[config.mk]
export PLATFORM = sky130hd
export DESIGN_NAME = lc3_seq_ctrl
export DESIGN_NICKNAME = d
export VERILOG_FILES = /design/src/rtl/lc3_seq_ctrl.sv
export SDC_FILE = /design/constraint.sdc
export NUM_CORES = 1
export LEC_CHECK = 0
export ABC_AREA = 1
export ABC_CLOCK_PERIOD_IN_PS = 2500
export CAP_MARGIN = 15
export CORE_MARGIN = 2
export CORE_UTILIZATION = 49
export CTS_BUF_LIST = sky130_fd_sc_hd__clkbuf_16
export DETAILED_ROUTE_END_ITERATION = 6
export PLACE_DENSITY_LB_ADDON = 0.15
export SLEW_MARGIN = 5
export SYNTH_ARGS = -nofsm -noshare
export SYNTH_HDL_FRONTEND = slang
export SYNTH_SLANG_ARGS = --single-unit
[constraint.sdc]
create_clock -name Clk -period 2.5 [get_ports Clk]
set_input_delay 0.375 -clock Clk [delete_from_list [all_inputs] [get_ports Clk]]
set_output_delay 0.375 -clock Clk [all_outputs]
set_load 0.05 [all_outputs]
[src/rtl/lc3_seq_ctrl.sv]
// lc3_seq_ctrl: Moore fetch/decode/execute sequencer driving LC-3 datapath loads, gates and mux selects.
// Latency: all control outputs are registered and change on the same edge as State_o.
// Backpressure: memory states stall on Mem_Ready_i; after MEM_TIMEOUT idle cycles abort to HALTED with Err_o.
module lc3_seq_ctrl #(
   parameter int MEM_TIMEOUT = 16
) (
   input  logic        Clk,
   input  logic        Reset,
   input  logic        Run_i,
   input  logic        Continue_i,
   input  logic [15:0] IR_i,
   input  logic        N_i,
   input  logic        Z_i,
   input  logic        P_i,
   input  logic        Mem_Ready_i,
   output logic        LD_MAR_o,
   output logic        LD_MDR_o,
   output logic        LD_IR_o,
   output logic        LD_PC_o,
   output logic        LD_REG_o,
   output logic        LD_CC_o,
   output logic        LD_BEN_o,
   output logic        GatePC_o,
   output logic        GateMDR_o,
   output logic        GateALU_o,
   output logic        GateMARMUX_o,
   output logic [1:0]  PCMUX_o,
   output logic        ADDR1MUX_o,
   output logic [1:0]  ADDR2MUX_o,
   output logic [1:0]  ALUK_o,
   output logic        DRMUX_o,
   output logic        SR1MUX_o,
   output logic        MIO_EN_o,
   output logic        Mem_CE_o,
   output logic        Mem_WE_o,
   output logic        Err_o,
   output logic [4:0]  State_o
);

   // Counter is wide enough to hold MEM_TIMEOUT-1; the abort fires when it is reached.
   localparam int            CW       = $clog2(MEM_TIMEOUT + 1);
   localparam logic [CW-1:0] CNT_LAST = CW'(MEM_TIMEOUT - 1);

   typedef enum logic [4:0] {
      S_HALTED = 5'd0,
      S_F1     = 5'd1,
      S_F2     = 5'd2,
      S_F3     = 5'd3,
      S_DEC    = 5'd4,
      S_EX_ADD = 5'd5,
      S_EX_AND = 5'd6,
      S_EX_NOT = 5'd7,
      S_BR0    = 5'd8,
      S_BR1    = 5'd9,
      S_EX_JMP = 5'd10,
      S_LDR0   = 5'd11,
      S_LDR1   = 5'd12,
      S_LDR2   = 5'd13,
      S_STR0   = 5'd14,
      S_STR1   = 5'd15,
      S_STR2   = 5'd16,
      S_PAUSE  = 5'd17
   } state_t;

   // Full datapath control word; one instance per state.
   typedef struct packed {
      logic       ld_mar;
      logic       ld_mdr;
      logic       ld_ir;
      logic       ld_pc;
      logic       ld_reg;
      logic       ld_cc;
      logic       ld_ben;
      logic       gate_pc;
      logic       gate_mdr;
      logic       gate_alu;
      logic       gate_marmux;
      logic [1:0] pcmux;
      logic       addr1mux;
      logic [1:0] addr2mux;
      logic [1:0] aluk;
      logic       drmux;
      logic       sr1mux;
      logic       mio_en;
      logic       mem_ce;
      logic       mem_we;
   } ctrl_t;

   state_t        state_q, state_d;
   ctrl_t         ctrl_q;
   logic [CW-1:0] cnt_q, cnt_d;
   logic          ben_q;
   logic          err_q;
   logic          is_mem;
   logic          tmo;
   state_t        mem_next;
   logic          unused_ir;

   // Only the opcode and the NZP mask are consumed here; operand fields go to the datapath.
   assign unused_ir = ^IR_i[8:0];

   // Moore decode: control word for a given state. HALTED and PAUSE decode to all zeros.
   function automatic ctrl_t decode(input state_t s);
      ctrl_t c;
      c = '0;
      case (s)
         S_F1: begin
            c.gate_pc = 1'b1;
            c.ld_mar  = 1'b1;
            c.pcmux   = 2'b00;
            c.ld_pc   = 1'b1;
         end
         S_F2, S_LDR1: begin
            c.mem_ce = 1'b1;
            c.mio_en = 1'b1;
            c.ld_mdr = 1'b1;
         end
         S_F3: begin
            c.gate_mdr = 1'b1;
            c.ld_ir    = 1'b1;
         end
         S_DEC: c.ld_ben = 1'b1;
         S_EX_ADD, S_EX_AND, S_EX_NOT: begin
            c.gate_alu = 1'b1;
            c.ld_reg   = 1'b1;
            c.ld_cc    = 1'b1;
            c.aluk     = (s == S_EX_ADD) ? 2'b00 : (s == S_EX_AND) ? 2'b01 : 2'b10;
         end
         S_BR1: begin
            c.addr1mux = 1'b0;
            c.addr2mux = 2'b10;
            c.pcmux    = 2'b01;
            c.ld_pc    = 1'b1;
         end
         S_EX_JMP: begin
            c.addr1mux = 1'b1;
            c.addr2mux = 2'b00;
            c.pcmux    = 2'b01;
            c.sr1mux   = 1'b1;
            c.ld_pc    = 1'b1;
         end
         S_LDR0, S_STR0: begin
            c.gate_marmux = 1'b1;
            c.addr1mux    = 1'b1;
            c.addr2mux    = 2'b01;
            c.sr1mux      = 1'b1;
            c.ld_mar      = 1'b1;
         end
         S_LDR2: begin
            c.gate_mdr = 1'b1;
            c.ld_reg   = 1'b1;
            c.ld_cc    = 1'b1;
         end
         S_STR1: begin
            c.gate_alu = 1'b1;
            c.aluk     = 2'b11;
            c.sr1mux   = 1'b0;
            c.mio_en   = 1'b0;
            c.ld_mdr   = 1'b1;
         end
         S_STR2: begin
            c.mem_ce = 1'b1;
            c.mem_we = 1'b1;
         end
         default: c = '0;
      endcase
      return c;
   endfunction

   // Next-state logic, including the shared memory wait/timeout handling.
   always_comb begin
      state_d  = state_q;
      mem_next = state_q;
      is_mem   = 1'b0;
      cnt_d    = '0;
      tmo      = 1'b0;
      case (state_q)
         S_HALTED: if (Run_i) state_d = S_F1;
         S_F1:     state_d = S_F2;
         S_F2: begin
            is_mem   = 1'b1;
            mem_next = S_F3;
         end
         S_F3:     state_d = S_DEC;
         S_DEC: begin
            case (IR_i[15:12])
               4'b0001: state_d = S_EX_ADD;
               4'b0101: state_d = S_EX_AND;
               4'b1001: state_d = S_EX_NOT;
               4'b0000: state_d = S_BR0;
               4'b1100: state_d = S_EX_JMP;
               4'b0110: state_d = S_LDR0;
               4'b0111: state_d = S_STR0;
               4'b1101: state_d = S_PAUSE;
               default: state_d = S_F1;
            endcase
         end
         S_EX_ADD, S_EX_AND, S_EX_NOT: state_d = S_F1;
         S_BR0:    state_d = ben_q ? S_BR1 : S_F1;
         S_BR1, S_EX_JMP, S_LDR2: state_d = S_F1;
         S_LDR0:   state_d = S_LDR1;
         S_LDR1: begin
            is_mem   = 1'b1;
            mem_next = S_LDR2;
         end
         S_STR0:   state_d = S_STR1;
         S_STR1:   state_d = S_STR2;
         S_STR2: begin
            is_mem   = 1'b1;
            mem_next = S_F1;
         end
         S_PAUSE:  if (Continue_i) state_d = S_F1;
         default:  state_d = S_HALTED;
      endcase

      // Ready takes priority over the timeout so a late completion is never discarded.
      if (is_mem) begin
         if (Mem_Ready_i) begin
            state_d = mem_next;
         end else if (cnt_q == CNT_LAST) begin
            state_d = S_HALTED;
            tmo     = 1'b1;
         end else begin
            cnt_d = cnt_q + 1'b1;
         end
      end
   end

   // State, registered control word, branch enable, timeout counter and sticky error.
   always_ff @(posedge Clk) begin
      if (Reset) begin
         state_q <= S_HALTED;
         ctrl_q  <= '0;
         cnt_q   <= '0;
         ben_q   <= 1'b0;
         err_q   <= 1'b0;
      end else begin
         state_q <= state_d;
         ctrl_q  <= decode(state_d);
         cnt_q   <= cnt_d;
         if (state_q == S_DEC) ben_q <= (IR_i[11] & N_i) | (IR_i[10] & Z_i) | (IR_i[9] & P_i);
         if (tmo) err_q <= 1'b1;
      end
   end

   assign LD_MAR_o     = ctrl_q.ld_mar;
   assign LD_MDR_o     = ctrl_q.ld_mdr;
   assign LD_IR_o      = ctrl_q.ld_ir;
   assign LD_PC_o      = ctrl_q.ld_pc;
   assign LD_REG_o     = ctrl_q.ld_reg;
   assign LD_CC_o      = ctrl_q.ld_cc;
   assign LD_BEN_o     = ctrl_q.ld_ben;
   assign GatePC_o     = ctrl_q.gate_pc;
   assign GateMDR_o    = ctrl_q.gate_mdr;
   assign GateALU_o    = ctrl_q.gate_alu;
   assign GateMARMUX_o = ctrl_q.gate_marmux;
   assign PCMUX_o      = ctrl_q.pcmux;
   assign ADDR1MUX_o   = ctrl_q.addr1mux;
   assign ADDR2MUX_o   = ctrl_q.addr2mux;
   assign ALUK_o       = ctrl_q.aluk;
   assign DRMUX_o      = ctrl_q.drmux;
   assign SR1MUX_o     = ctrl_q.sr1mux;
   assign MIO_EN_o     = ctrl_q.mio_en;
   assign Mem_CE_o     = ctrl_q.mem_ce;
   assign Mem_WE_o     = ctrl_q.mem_we;
   assign Err_o        = err_q;
   assign State_o      = state_q;

endmodule

# After elaboration in Yosys (flattened, before gate mapping)
# Memory sizes are Yosys's and may differ from the RTL's.
# Cells that the tools add are included.
# word_totals
reg_bits,35
elab_cells,112
output_inout_bits,29
romBits,80
memories,1
in_bits,24
# mem_list
name,words,width,read_ports,rd_clocked_by_memory_dff,wr,line,text
(name not given),16,5,1,0,0,186,case (IR_i[15:12])
# classes
bitwise,6
add_sub_neg,1
muxes,31
eq_ne,33
reduce_logical,16
# op_table
cell,count
$eq A5 B4 Y1 const B,16
$pmux W5 S11,1
$eq A5 B3 Y1 const B,8
$mux W5,5
$reduce_or A3 Y1,7
$eq A5 B2 Y1 const B,4
$mux W1,18
$eq A5 B5 Y1 const B,3
$pmux W5 S3,1
$reduce_or A4 Y1,3
$eq A5 B1 Y1 const B,2
$pmux W3 S3,1
$reduce_or A2 Y1,4
$mux W2,3
$reduce_or A6 Y1,1
$add A5 B1 Y5 const B,1
$logic_not A5 Y1,1
$mux W4,1
$pmux W2 S2,1
$and A1 B1 Y1,3
$or A1 B1 Y1,2
$not A1 Y1,1

# Longest topological paths before layout
# Gate-level depths: netlist (run 1).
# depth
depth_word,10
ltp_mapped,14
depth_no_buf,14

# Worst setup path after synthesis (run 1)
# No wires, ideal clock.
# synth_timing
kind,reg-to-reg
startpoint,register state_q[4] (netlist: State_o[4])
endpoint,"register ctrl_q, in the netlist Mem_CE_o"
setup_time_ns,0.058
path_slack_ns,0.561
arrival_time_ns,1.881
period_less_slack_ns,1.939
path_buffers,0
stages_incl_launch_ff,13
required_ns,2.442
path_cell_list,dfxtp_1 inv_2 nand3_1 nor2_1 nor2_1 nand3_4 nand3_2 nand2_1 nor2_1 nand2_1 nand2_1 nand2_2 nand2_1
# synth_between
elab_chain_cells,9
word_cells_on_any_way,33
classes_between,eq/ne: 20; mux: 9; reduce/logical: 4
# synth_rtl
item,line,text
"start, declared",89,"state_t state_q, state_d;"
"start signal, assigned",238,state_q <= state_d;
"$eq A5 B4 Y1, or another cell as far along",177,case (state_q)
$reduce_or A6 Y1 (no line) / $reduce_or A3 Y1 (equally long branches),--,
$pmux W5 S11,177,
$mux W5,220,end else if (cnt_q == CNT_LAST) begin
$mux W5,218,if (Mem_Ready_i) begin
$mux W5 *,217,if (is_mem) begin
"$eq A5 B5 Y1, or another cell as far along",106,case (s)
$reduce_or A3 Y1 (no line) *,--,
$mux W1 *,106,
"end signal, assigned",239,ctrl_q <= decode(state_d);
"end, declared",90,ctrl_t ctrl_q;
# Mark *: on every way between the ends. The rest lies on a longest branch, timed or not.
# A chain may end at the register's enable or synchronous reset.

# Worst setup path after layout (run 1)
# layout_timing
startpoint,register state_q[2] (netlist: State_o[2])
endpoint,output port State_o[2]
# layout_lines
item,line,text
"end, declared",37,output logic [4:0] State_o
# No word-level cell between the ends.

==> results of run 1 <==
[cell usage after synthesis, drive strengths merged]
| cell | number | share of area (%) |
|---|---|---|
| a21oi | 13 | 4.3 |
| a31oi | 1 | 0.39 |
| a41oi | 1 | 0.54 |
| and2 | 2 | 0.77 |
| buf | 5 | 2.3 |
| clkbuf | 1 | 0.23 |
| conb | 1 | 0.23 |
| dfxtp | 30 | 37 |
| ha | 2 | 1.5 |
| inv | 35 | 8.1 |
| nand2 | 54 | 13 |
| nand3 | 29 | 14 |
| nand4 | 3 | 1.2 |
| nor2 | 38 | 11 |
| nor3 | 1 | 0.31 |
| nor3b | 1 | 0.46 |
| o211ai | 1 | 0.46 |
| o21ai | 7 | 2.9 |
| xor2 | 1 | 0.54 |
[metal layers]
layer	routed length, um	vias to the layer above
li1	-	793
met1	1547	670
met2	1686	54
met3	226	8
met4	87	0
met5	0	-
[worst paths after layout]
path                                    to  slack [ns]  depth (start not counted)
worst min-delay path              cnt_q[0]        0.44                          1
worst max register to register  ADDR1MUX_o        0.59                         11
worst min register to register    cnt_q[0]        0.44                          1
worst max-delay path            State_o[2]        0.49                          1
[power by group through the flow]
| stage | clock, W | combinational [W] | sequential [W] |
|---|---|---|---|
| after floorplan | 0 | 0.000456 | 0.000798 |
| after global placement | 0 | 0.000871 | 0.000595 |
| after detailed placement | 0 | 0.000879 | 0.000596 |
| after CTS | 0.000660 | 0.000886 | 0.000587 |
| after global routing | 0.000677 | 0.000969 | 0.000595 |
| final | 0.000653 | 0.000894 | 0.000587 |
[cells by family (layout without fill, tap and decap cells)]
kind of cell,Yosys count,in the layout
other,1,2
buffers and inverters,41,84
and+or+nand+nor,128,128
adders and majority gates,2,2
DFF,30,30
xor gates and xnor gates,1,1
AOI/OAI and AO/OA,23,23
[metrics by stage]
step	instances	setup WS, ns	instance area, um^2	util (%)	total power, W
after detailed placement	307	0.3225	2053	66.17	0.001475
final	314	0.4926	2212	71.29	0.002134
after floorplan	227	0.5611	1622	-	0.001254
after global placement	307	0.3286	2053	66.17	0.001466
after global routing	314	0.3558	2212	71.29	0.002241
after CTS	314	0.4940	2212	71.29	0.002133
[area by class of cell]
type | count | share of cell area (%)
clock inverters | 2 | 1.527
multi-input cells | 156 | 38.35
well taps | 44 | 2.489
clock buffers | 5 | 5.656
inverters | 35 | 5.939
flip-flops and latches | 30 | 27.15
repair buffers | 42 | 18.89
==> qor.yml, run 1 <==
worst_setup_path:
  startpoint: "State_o[2]"
  cp_cell_sequence: "clkdlybuf4s50_1"
  crit_buf_inv: 1
  reg2reg_from: "State_o[2]"
  crit_arrival_ns: 1.63
  worstPathRequired_ns: 2.12
  worst_setup_path_end_kind: "output port"
  worstPathMaxFanout: 7
  cpMaxStageDelayCell: "clkdlybuf4s50_1"
  crit_family: "buffers and inverters"
  setup.worst_path.start_class: "register"
  slowest_delay_ns: 0.87
  crit_type: "reg -> out"
min_path:
  min_from: "cnt_q[0]"
  hp-class: "reg -> reg"
sta:
  relSlewSlack_pct: 66.23
  drv_slew: 0
  max_freq_mhz: 498.2
  tns_ns: 0
  whs_ns: 0.4442
  rsz0062_at_grt: "false"
  hold_viol_final: 0
  finClkSkew_ns: 0.004042
  timing.final.crit_share_pct: 80.30
  finalCriticalPeriod_ns: 2.007
  worstMarginPinSlew_ns: 0.5050
  setup_viol: 0
cts:
  cts_tree: "yes"
  clk_pin_slew_ns: 0.05
  h-tree-depth: 2
  ctsResizeCount: 0
  cts_root_buf: "clkbuf_16"
  cts_buffers: 5
  clock-sinks: 30
  cts_setup_buffers: 0
  clock_latency_ns: 0.27
  cts_buffer_depth: 2
  ctsHoldBuffers: 0
power:
  seqPwrFrac_pct: 27.5
  switching_power_w: 0.0008418
  p_leak_nw: 1.042
  internal_power_w: 0.001292
  clkPwrFrac_pct: 30.6
  comb_power_share_pct: 41.9
  switching_share_pct: 39.45
  ir_drop_v: 0.0004087
  cellPowerDensity_mw_per_mm2: 964.5
die:
  row_count: 20
  fp.dieW_um: 61.46
  fp.coreArea_mm2: 0.003103
  initial_core_util_pct: 52.14
  die_height_um: 61.46
  io_pins: 53
  dieArea_mm2: 0.003777
global_route:
  grt_pass1_vias: 1331
  grt_pass1_wl_mm: 5.637
  grt_max_degree: 15
  antenna_found_initial: 0
  grt_use_met1_pct: 26.47
  met2_usage_pct: 32.98
  track_usage_pct: 20.56
  overflow: 0
  busiest_layer: "met2"
  met3_usage_pct: 4.622
flow_run:
  drv_cap: 0
synthesis:
  syn_inst: 226
  synth_compound_area_share_pct: 8.507
  synth_xor_area_share_pct: 0.5414
  ys_types: 28
  synth_top_family_by_area: "simple AND/OR/NAND/NOR gates"
  synth.area.mux_share_pct: 0
  syn_area_mm2: 0.001618
  yosysWarnings: 0
  synth_fa_ha_area_share_pct: 1.547
  yosys.area_share.simple_pct: 41.38
  seq_area_frac_synth_pct: 37.12
  ys_ff_latch: 30
  syn_avg_cell_area_um2: 7.158
route:
  dr.first_iter.drc_count: 100
  routed_wl_mm: 3.548
  detail_route.first_pass.iterations: 4
  vias_per_cell: 4.857
  ant_nets: 0
  via_count: 1525
  remaining_drc_errors: 0
  wl_per_cell_um: 11.30
layout:
  drive_gt1_share_pct: 14.44
  area_growth_pct: 36.74
  diodes: 0
  multi_input_area_um2: 848.3
  mostFrequentLayoutCells: "nand2_1 (48), clkdlybuf4s50_1 (41), inv_1 (31)"
  fillerInstances: 283
  final_common_cell: "nand2_1"
  num-nets-final: 296
  regArea_um2: 600.6
placement:
  portBuffers: 41
  place_hpwl_mm: 2.661
  globalplace.congestion: 0.8604
status:
  status: "finished clean"
Note: power is estimated with default switching activity, not from simulation.
==> run 2: changes to the inputs <==
--- a/config.mk
+++ b/config.mk
@@ -6,10 +6,10 @@
 export NUM_CORES = 1
 export LEC_CHECK = 0
 export ABC_AREA = 1
-export ABC_CLOCK_PERIOD_IN_PS = 2500
+export ABC_CLOCK_PERIOD_IN_PS = 1700
 export CAP_MARGIN = 15
 export CORE_MARGIN = 2
-export CORE_UTILIZATION = 49
+export CORE_UTILIZATION = 41
 export CTS_BUF_LIST = sky130_fd_sc_hd__clkbuf_16
 export DETAILED_ROUTE_END_ITERATION = 6
 export PLACE_DENSITY_LB_ADDON = 0.15
==> constraint.sdc (replaced) <==
create_clock -name Clk -period 1.7 [get_ports Clk]
set_input_delay 0.255 -clock Clk [delete_from_list [all_inputs] [get_ports Clk]]
set_output_delay 0.255 -clock Clk [all_outputs]
set_load 0.05 [all_outputs]
==> run 2 against run 1 <==
  * The run now ends with setup timing left
  * Sequential cell count stayed put
  * Combinational power rose by 100%
  * Via count up 7.5%
  * Critical endpoint is now Mem_CE_o
  * Largest cell class unchanged
==> qor.yml, run 2 (same netlist as run 1, synthesis figures left out) <==
worst_setup_path:
  reg2reg_from: "State_o[2]"
  reg2reg_slack_ns: -0.04
  cp_cell_sequence: "inv_4 -> nor2_4 -> inv_2 -> nor2_4 -> nand3_2 -> and2_4 -> nand4_1 -> buf_6 -> a21oi_4 -> nand2_1 -> nand2_1 -> nand2_2 -> nand2_1"
  crit_type: "reg -> reg"
  cp_common_cell: "nand2_1"
  rr_worst_depth: 13
  worst_setup_path_end_kind: "register"
  worstPathRequired_ns: 1.86
  setup.worst_path.start_class: "register"
  crit_arrival_ns: 1.90
  worstPathMaxFanout: 7
  cpMaxStageDelayCell: "dfxtp_4"
  startpoint: "State_o[2]"
  endpoint: "Mem_CE_o"
  rr_endpoint: "Mem_CE_o"
  slowest_delay_ns: 0.41
sta:
  max_freq_mhz: 574.7
  rsz0062_at_grt: "true"
  finalCriticalPeriod_ns: 1.740
  finClkSkew_ns: 0.003509
  hold_viol_final: 0
  setup_viol: 7
  drv_slew: 0
  tns_ns: -0.2280
  timing.final.crit_share_pct: 102.4
  setup_slack_ns: -0.04001
cts:
  h-tree-depth: 2
  cts_root_buf: "clkbuf_16"
  clock_latency_ns: 0.27
  ctsHoldBuffers: 0
  clk_pin_slew_ns: 0.05
  cts_tree: "yes"
  clock-sinks: 30
  cts_buffer_depth: 2
  cts_buffers: 5
global_route:
  track_usage_pct: 18.35
  grt_pass1_wl_mm: 6.210
  grt_pass1_vias: 1454
  antenna_found_initial: 0
  overflow: 0
  grt_max_degree: 15
route:
  vias_per_cell: 4.646
  routed_wl_mm: 3.850
  wl_per_cell_um: 10.91
  ant_nets: 0
  remaining_drc_errors: 0
  via_count: 1640
  detail_route.first_pass.iterations: 4
  dr.first_iter.drc_count: 29
die:
  fp.dieW_um: 66.82
  initial_core_util_pct: 43.54
  fp.coreArea_mm2: 0.003716
  die_height_um: 66.82
  dieArea_mm2: 0.004464
  io_pins: 53
  row_count: 22
layout:
  design_area_mm2: 0.002566
  mostFrequentLayoutCells: "buf_4 (59), nand2_1 (42), inv_1 (27)"
  num-nets-final: 330
  drive_gt1_share_pct: 46.23
  diodes: 0
  finish.utilization_pct: 69.06
  area_growth_pct: 58.62
  final_common_cell: "buf_4"
power:
  ir_drop_v: 0.0009743
  finalPower_w: 0.003457
  cellPowerDensity_mw_per_mm2: 1347
  p_leak_nw: 1.289
placement:
  portBuffers: 41
  postPlaceCellArea_mm2: 0.002230
  place_hpwl_mm: 2.972
  globalplace.congestion: 0.8680
min_path:
  hp-class: "reg -> reg"
flow_run:
  drv_cap: 0
status:
  status: "finished with violations"
  violations: "setup timing"
[run 2: cell count changes in the layout (fill, tap and decap cells not counted), moves of 4 or more]
cell | previous run | this run
nor2_1 | 29 | 18
nor2_4 | 4 | 8
nor2_2 | 5 | 12
dfxtp_1 | 30 | 23
inv_2 | 4 | 8
clkdlybuf4s50_1 | 41 | 10
dfxtp_4 | 0 | 4
nand3_2 | 8 | 13
nand2_1 | 48 | 42
inv_1 | 31 | 27
buf_4 | 1 | 59
nand3_1 | 18 | 12
[run 2: power by group]
part           leakage, nW  total [W]  internal [W]  switching, W
Sequential           0.247   0.000878      0.000810     0.0000674
Clock               0.0724   0.000792      0.000525      0.000268
Combinational        0.970    0.00179      0.000711       0.00108
[run 2: repair_timing]
action,CTS,global route
setup endpoints to repair,12,14
setup buffers,1,3
resized for setup,18,41
pin swaps,8,17
endpoints found under the hold margin,0,0
[run 2: worst min-delay path by stage]
stage                     slack (ns)         to  start  cells after the start
after floorplan                 0.32  GateMDR_o  Reset                      1
after global placement          0.48      Err_o  Err_o                      2
after detailed placement        0.47      Err_o  Err_o                      2
after CTS                       0.50      Err_o  Err_o                      2
after global routing            0.53      Err_o  Err_o                      2
final                           0.52      Err_o  Err_o                      2
[run 2: metal layers]
metal	global-route usage [%]	wire [um]
met3	4.392	161
met2	31.62	1903
met4	6.122	69
met5	0	0
met1	22.27	1716
[run 2: per-stage QoR]
stage                     std cells  hold WS, ns  setup slack, ns
after floorplan                 227       0.3241         0.002065
after CTS                       351       0.4960         -0.03151
after detailed placement        342       0.4659          -0.3338
final                           353       0.5249         -0.04001
after global placement          342       0.4836          -0.2802
after global routing            353       0.5340          -0.1661
[run 2: layout make-up]
cell class / count / area [um^2]
Fill cell: 322 / 1150
Sequential cell: 30 / 619.3
Inverter: 35 / 133.9
Timing Repair Buffer: 76 / 615.6
Tap cell: 48 / 60.06
Clock buffer: 5 / 125.1
Multi-Input combinational cell: 156 / 999.7
Clock inverter: 3 / 12.51
[run 2: critical path, delay by kind of cell, from the launching register on]
family,cells,cell delay [ns]
buf+inv,3,0.25
simple gates,9,0.92
compound gates,1,0.04
flops,1,0.41
==> run 3: changes to the inputs <==
--- a/config.mk
+++ b/config.mk
@@ -8,9 +8,8 @@
 export ABC_AREA = 1
 export ABC_CLOCK_PERIOD_IN_PS = 1700
 export CAP_MARGIN = 15
-export CORE_MARGIN = 2
+export CORE_MARGIN = 4
 export CORE_UTILIZATION = 41
-export CTS_BUF_LIST = sky130_fd_sc_hd__clkbuf_16
 export DETAILED_ROUTE_END_ITERATION = 6
 export PLACE_DENSITY_LB_ADDON = 0.15
 export SLEW_MARGIN = 5
==> run 3 against run 2 <==
  * The run still ends with setup timing left
  * Die area up 12%
  * Global-route usage decreased by 1.8 points
  * Routed wire length is 12% higher
  * Largest cell class unchanged
==> qor.yml, run 3 (same netlist as run 1, synthesis figures left out) <==
worst_setup_path:
  crit_type: "reg -> reg"
  crit_buf_inv: 1
  crit_family: "simple AND/OR/NAND/NOR gates"
  setup.worst_path.start_class: "register"
  slowest_delay_ns: 0.40
  crit_arrival_ns: 1.96
  worstPathRequired_ns: 1.93
  worstPathMaxFanout: 6
  worst_setup_path_end_kind: "register"
  cp_cell_sequence: "nor2_4 -> buf_4 -> nand3_4 -> nand2_2 -> nor2_4 -> nand3_4 -> nand3_4 -> nand2_4 -> nor2_4 -> nand2_1 -> nand2_1 -> nand2_2 -> nand2_1"
  cpMaxStageDelayCell: "dfxtp_4"
status:
  violations: "setup timing"
  status: "finished with violations"
global_route:
  grt_pass1_wl_mm: 6.741
  grt_pass1_vias: 1554
  track_usage_pct: 16.58
  overflow: 0
  grt_max_degree: 15
  antenna_found_initial: 0
die:
  fp.coreArea_mm2: 0.003744
  io_pins: 53
  dieArea_mm2: 0.005015
  initial_core_util_pct: 43.22
  fp.dieW_um: 70.82
  row_count: 22
  die_height_um: 70.82
cts:
  cts_buffer_depth: 2
  clk_pin_slew_ns: 0.06
  clock-sinks: 30
  ctsHoldBuffers: 0
  cts_buffers: 5
  h-tree-depth: 2
  cts_root_buf: "clkbuf_8"
  clock_latency_ns: 0.28
  cts_tree: "yes"
sta:
  hold_viol_final: 0
  setup_viol: 8
  timing.final.crit_share_pct: 102.1
  finalCriticalPeriod_ns: 1.735
  tns_ns: -0.1282
  rsz0062_at_grt: "true"
  finClkSkew_ns: 0.006284
  setup_slack_ns: -0.03512
  drv_slew: 0
  max_freq_mhz: 576.3
layout:
  fillerInstances: 311
  num-nets-final: 339
  final_common_cell: "buf_4"
  diodes: 0
  mostFrequentLayoutCells: "buf_4 (68), nand2_1 (45), inv_1 (31)"
  layoutNonFillerInstCount: 362
  drive_gt1_share_pct: 45.54
  area_growth_pct: 62.34
power:
  p_leak_nw: 1.306
  cellPowerDensity_mw_per_mm2: 1259
  ir_drop_v: 0.0007273
  finalPower_w: 0.003307
placement:
  globalplace.congestion: 0.8194
  place_hpwl_mm: 3.006
  place_ws_ns: -0.3087
  dp_cells: 340
  portBuffers: 41
min_path:
  hp-class: "reg -> reg"
route:
  dr.first_iter.drc_count: 75
  wl_per_cell_um: 11.93
  routed_wl_mm: 4.320
  vias_per_cell: 4.696
  remaining_drc_errors: 0
  ant_nets: 0
  detail_route.first_pass.iterations: 4
  via_count: 1700
flow_run:
  drv_cap: 0
-- run 3: worst paths after layout --
check	from	endpoint	slack, ns	cells after the start
hold / removal	Err_o	Err_o	0.48	2
hold reg to reg	Err_o	Err_o	0.48	2
setup / recovery	State_o[0]	Mem_CE_o	-0.04	13
setup reg to reg	State_o[0]	Mem_CE_o	-0.04	13
-- run 3: power breakdown --
group | switching [W] | internal, W | total (W) | leakage [nW]
clock network | 0.000248 | 0.000325 | 0.000573 | 0.0482
logic | 0.00111 | 0.000739 | 0.00185 | 1.01
registers | 0.0000721 | 0.000808 | 0.000881 | 0.247
-- run 3: area by class of cell --
cell class | instances | area (um^2) | area share (%)
timing repair buffer | 85 | 690.7 | 26.30
tap | 48 | 60.06 | 2.287
clock inverter | 1 | 5.005 | 0.1906
clock buffer | 7 | 86.33 | 3.287
sequential | 30 | 619.3 | 23.58
inverter | 35 | 131.4 | 5.002
multi-input combinational | 156 | 1033 | 39.35
-- run 3: per-stage QoR --
stage | utilization (%) | cell area, um^2 | hold slack (ns)
after global placement | 59.49 | 2227 | 0.4821
after detailed placement | 59.49 | 2227 | 0.4679
after floorplan | - | 1628 | 0.3241
after CTS | 65.11 | 2437 | 0.4884
final | 70.15 | 2626 | 0.4815
after global routing | 70.15 | 2626 | 0.5411
-- run 3: what timing repair did --
action                                  4_1_cts  5_1_grt
endpoints found under the setup margin       12       15
setup buffers                                 5        9
resized for setup                            25       28
pin swaps                                    11       11
-- run 3: worst register-to-register path, stage by stage (launching register included) --
cell and delay, ns:
dfxtp_4 0.40, nor2_4 0.06, buf_4 0.14, nand3_4 0.10
nand2_2 0.07, nor2_4 0.15, nand3_4 0.15, nand3_4 0.15
nand2_4 0.09, nor2_4 0.10, nand2_1 0.06, nand2_1 0.08
nand2_2 0.06, nand2_1 0.06
-- run 3: per-layer routing --
metal | vias to the layer above | track usage [%] | routed length, um
met1 | 757 | 20.28 | 1847
met4 | 0 | 6.472 | 87
met3 | 10 | 3.835 | 257
li1 | 890 | - | -
met2 | 43 | 28.12 | 2128
met5 | - | 0 | 0
